===== src/rtl/maxpool_2x2_stream.sv =====
// Streaming 2x2 / stride-2 max-pool over a valid-only raster pixel stream.
// One half-row buffer of horizontal maxima plus a pair register; odd trailing column/row ignored.
module maxpool_2x2_stream #(
  parameter int IN_W   = 3,
  parameter int IN_H   = 3,
  parameter int DATA_W = 8
) (
  input  logic              clk,
  input  logic              rst,
  input  logic [DATA_W-1:0] in_pixel,
  input  logic              in_valid,
  output logic [DATA_W-1:0] pool_out,
  output logic              pool_valid,
  output logic              frame_done
);
  localparam int  HW    = IN_W / 2;
  localparam int  CW    = $clog2(IN_W);
  localparam int  RW    = $clog2(IN_H);
  localparam int  BW    = (HW > 1) ? $clog2(HW) : 1;
  localparam bit  ODD_W = (IN_W % 2) == 1;
  localparam bit  ODD_H = (IN_H % 2) == 1;

  logic [CW-1:0]     col_q, col_d;
  logic [RW-1:0]     row_q, row_d;
  logic [DATA_W-1:0] pair_q;
  logic [DATA_W-1:0] rowbuf_q [HW];
  logic [DATA_W-1:0] pool_out_q;
  logic              pool_valid_q, frame_done_q;

  logic              col_last, row_last, active, hwrite, blk_done;
  logic [BW-1:0]     idx;
  logic [DATA_W-1:0] hmax, pool_d;

  assign col_last = col_q == CW'(IN_W - 1);
  assign row_last = row_q == RW'(IN_H - 1);
  // The trailing column/row exists only for odd dimensions and is count-only.
  assign active   = !(ODD_W && col_last) && !(ODD_H && row_last);
  assign idx      = BW'(col_q >> 1);
  assign hmax     = (pair_q > in_pixel) ? pair_q : in_pixel;
  assign pool_d   = (rowbuf_q[idx] > hmax) ? rowbuf_q[idx] : hmax;
  assign hwrite   = in_valid && active && col_q[0] && !row_q[0];
  assign blk_done = in_valid && active && col_q[0] && row_q[0];

  always_comb begin
    col_d = col_q;
    row_d = row_q;
    if (in_valid) begin
      if (col_last) begin
        col_d = '0;
        row_d = row_last ? '0 : row_q + 1'b1;
      end else begin
        col_d = col_q + 1'b1;
      end
    end
  end

  always_ff @(posedge clk) begin
    if (rst) begin
      col_q        <= '0;
      row_q        <= '0;
      pool_out_q   <= '0;
      pool_valid_q <= 1'b0;
      frame_done_q <= 1'b0;
    end else begin
      col_q        <= col_d;
      row_q        <= row_d;
      pool_valid_q <= blk_done;
      frame_done_q <= in_valid && col_last && row_last;
      if (blk_done) pool_out_q <= pool_d;
    end
  end

  // Data storage is always written before it is read within a frame, so no reset.
  always_ff @(posedge clk) begin
    if (!rst && in_valid && active && !col_q[0]) pair_q <= in_pixel;
    if (!rst && hwrite) rowbuf_q[idx] <= hmax;
  end

  assign pool_out   = pool_out_q;
  assign pool_valid = pool_valid_q;
  assign frame_done = frame_done_q;
endmodule


===== config.mk =====
export PLATFORM = sky130hd
export DESIGN_NAME = maxpool_2x2_stream
export DESIGN_NICKNAME = d
export VERILOG_FILES = /design/src/rtl/maxpool_2x2_stream.sv
export SDC_FILE = /design/constraint.sdc
export NUM_CORES = 1
export LEC_CHECK = 0
export BUFFER_PORTS_ARGS = -buffer_cell sky130_fd_sc_hd__buf_2
export CAP_MARGIN = 20
export CORE_MARGIN = 2
export CORE_UTILIZATION = 35
export DETAILED_ROUTE_END_ITERATION = 10
export GPL_TIMING_DRIVEN = 0
export PLACE_DENSITY = 0.53
export SLEW_MARGIN = 30
export SYNTH_ARGS = -nofsm -noshare
export SYNTH_HDL_FRONTEND = slang
export SYNTH_SLANG_ARGS = --single-unit

===== constraint.sdc =====
create_clock -name clk -period 3.2 [get_ports clk]
set_input_delay 0.32 -clock clk [delete_from_list [all_inputs] [get_ports clk]]
set_output_delay 0.32 -clock clk [all_outputs]
set_load 0.02 [all_outputs]

==> metrics.yaml <==
placed_design:
  place.gp.congestion: 0.822
  hpwl_mm: 2.27
  portBuffers: 20
job:
  max_cap_viol_count: 0
floorplan:
  ios: 21
  rows: 24
  chipHeight_um: 70.7
  start_util_pct: 36.0
  dieArea_um2: 4990
  die_x_um: 70.7
  core-area_um2: 4320
clock_tree:
  insertion_delay_ns: 0.28
  hold_buffers: 0
  clock-sinks: 30
  clock_path_buffers: 2
  cts_root_buf: "clkbuf_8"
  htree_levels: 2
  cts_tree: "yes"
  cts_buffers: 5
  clkTransAtPathRegs_ns: 0.07
route:
  vias: 1123
  ant_nets: 0
  vias_per_cell: 4.88
  drt_iter0_drc: 15
  drc_errors: 0
  drtPass1Iterations: 5
  wirelength_mm: 2.94
  routedWlPerCell_um: 12.8
grt:
  grt_pass1_vias: 1124
  grt_start_max_net_pins: 11
  antenna_found_initial: 0
  track_usage_pct: 12.9
  overflow: 0
  grt_pass1_wl_mm: 4.96
timing:
  setup_viol: 0
  max_freq_mhz: 326
  drv_slew: 0
  period_minus_slack_ns: 3.06
  fin_skew_ns: 0.00927
  hold_viol_final: 0
  post-route-period-util_pct: 95.8
  finalSetupTns_ns: 0
  maxSlewHeadroom_pct: 61.4
  max_slew.worst_pin.slew_ns: 0.576
  fin_hold_ws_ns: 0.251
yosys:
  ys_types: 32
  syn-num-nets: 171
  ys.flop_type: "edfxtp_1"
  synth_warnings: 0
  async_reset_ff_share_pct: 0
  netlist_area_um2: 1560
  synth_seq_cells: 30
  seq_area_frac_synth_pct: 48.9
  synth_edf_count: 16
  synthCells: 144
  synth_area_per_cell_um2: 10.8
final_layout:
  area_growth_syn_to_layout_pct: 23.7
  fin_nets: 204
  diodes: 0
  drive_above_1_share_pct: 28.7
  final_core_util_pct: 44.5
  final_common_cell: "buf_2"
  layout_common_cells: "23 x buf_2, 17 x inv_1, 16 x edfxtp_1, 14 x ha_1, 14 x dfxtp_1"
pwr:
  ir_drop_mv: 0.275
  power_mw: 0.874
  p_per_area_nw_per_um2: 454
  p_leak_nw: 0.803
worst_setup_path:
  crit_path_start_kind: "register"
  worst-path-max-fanout: 8
  arrival_ns: 3.22
  worstPathRequired_ns: 3.36
  endpoint_kind: "register"
  path_class: "register to register"
run_status:
  status: "completed"
worst_hold_path:
  hold_class: "primary input to register"
==> critical path, stage by stage, from the launching register on <==
cell      delay (ns)
edfxtp_1        0.47
ha_4            0.31
nor2b_4         0.13
o21ai_2         0.06
a21oi_2         0.12
o22a_1          0.14
buf_6           0.17
mux2i_4         0.31
ha_4            0.24
nor2b_1         0.13
o211ai_1        0.16
a21oi_1         0.10
o22ai_2         0.23
buf_4           0.17
o2bb2a_1        0.13
o21ai_0         0.07
==> repair_timing <==
item | CTS | global route
resized for setup | 0 | 10
pin swaps | 1 | 3
buffers inserted | 3 | 1
cloned | 0 | 0
endpoints found under the setup margin | 7 | 8
==> state kept, by name, indices dropped and copies added, names as in the netlist <==
signal	flops
pair_q	8
pool_out	8
rowbuf_q	8
col_q	2
row_q	2
frame_done	1
pool_valid	1
==> synthesized netlist by cell type (2+ instances only) <==
cell	instances	area, um^2
mux2i_1	8	80.1
edfxtp_1	16	480
nor2b_1	2	12.5
nand4_1	3	18.8
o21ai_0	10	50.1
a21oi_1	10	50.1
o2bb2a_1	7	70.1
inv_1	17	63.8
ha_1	16	200
nor4b_1	2	17.5
nor2_1	6	22.5
nand2_1	14	52.6
dfxtp_1	14	280
==> report_power, final <==
group | switching (mW) | internal [mW]
Clock | 0.138 | 0.173
Sequential | 0.00695 | 0.419
Combinational | 0.0723 | 0.0645
Total | 0.217 | 0.657
==> kinds of logic after synthesis <==
logic type      after synthesis  share of synthesized area, %
buf+inv                      20                          5.39
simple gates                 35                          11.7
fa+ha+maj                    16                          12.9
mux                          10                          6.84
compound gates               33                          14.3
flops                        30                          48.9
==> final timing paths <==
path	start	endpoint	slack (ns)	cells past startpoint
setup / recovery	pair_q[1]	pool_out[2]	0.14	15
hold / removal	in_pixel[4]	pair_q[4]	0.25	1
setup reg to reg	pair_q[1]	pool_out[2]	0.14	15
hold reg to reg	col_q[1]	frame_done	0.53	2
==> cell type report <==
class | count | area, um^2
inverter | 17 | 63.8
timing repair buffer | 26 | 140
tap | 52 | 65.1
fill | 435 | 2400
sequential | 30 | 761
clock buffer | 7 | 86.3
clock inverter | 1 | 5.00
buffer | 3 | 20.0
multi-input combinational | 94 | 782
==> stage by stage <==
stage	cell area (um^2)	worst slack [ns]	instances
6_report	1920	0.135	230
5_1_grt	1920	-0.0193	230
4_1_cts	1860	0.0598	229
3_5_place_dp	1740	-0.115	218
3_3_place_gp	1720	-0.0525	216
2_1_floorplan	1560	0.465	144
==> routing by layer <==
metal / GRT usage [%] / routed length [um] / vias up
met5: 0 / 0 / -
met2: 20.3 / 1350 / 21
met4: 6.29 / 60 / 0
met3: 4.99 / 142 / 5
li1: - / - / 583
met1: 15.6 / 1380 / 514
Note: power is estimated with default switching activity, not from simulation.
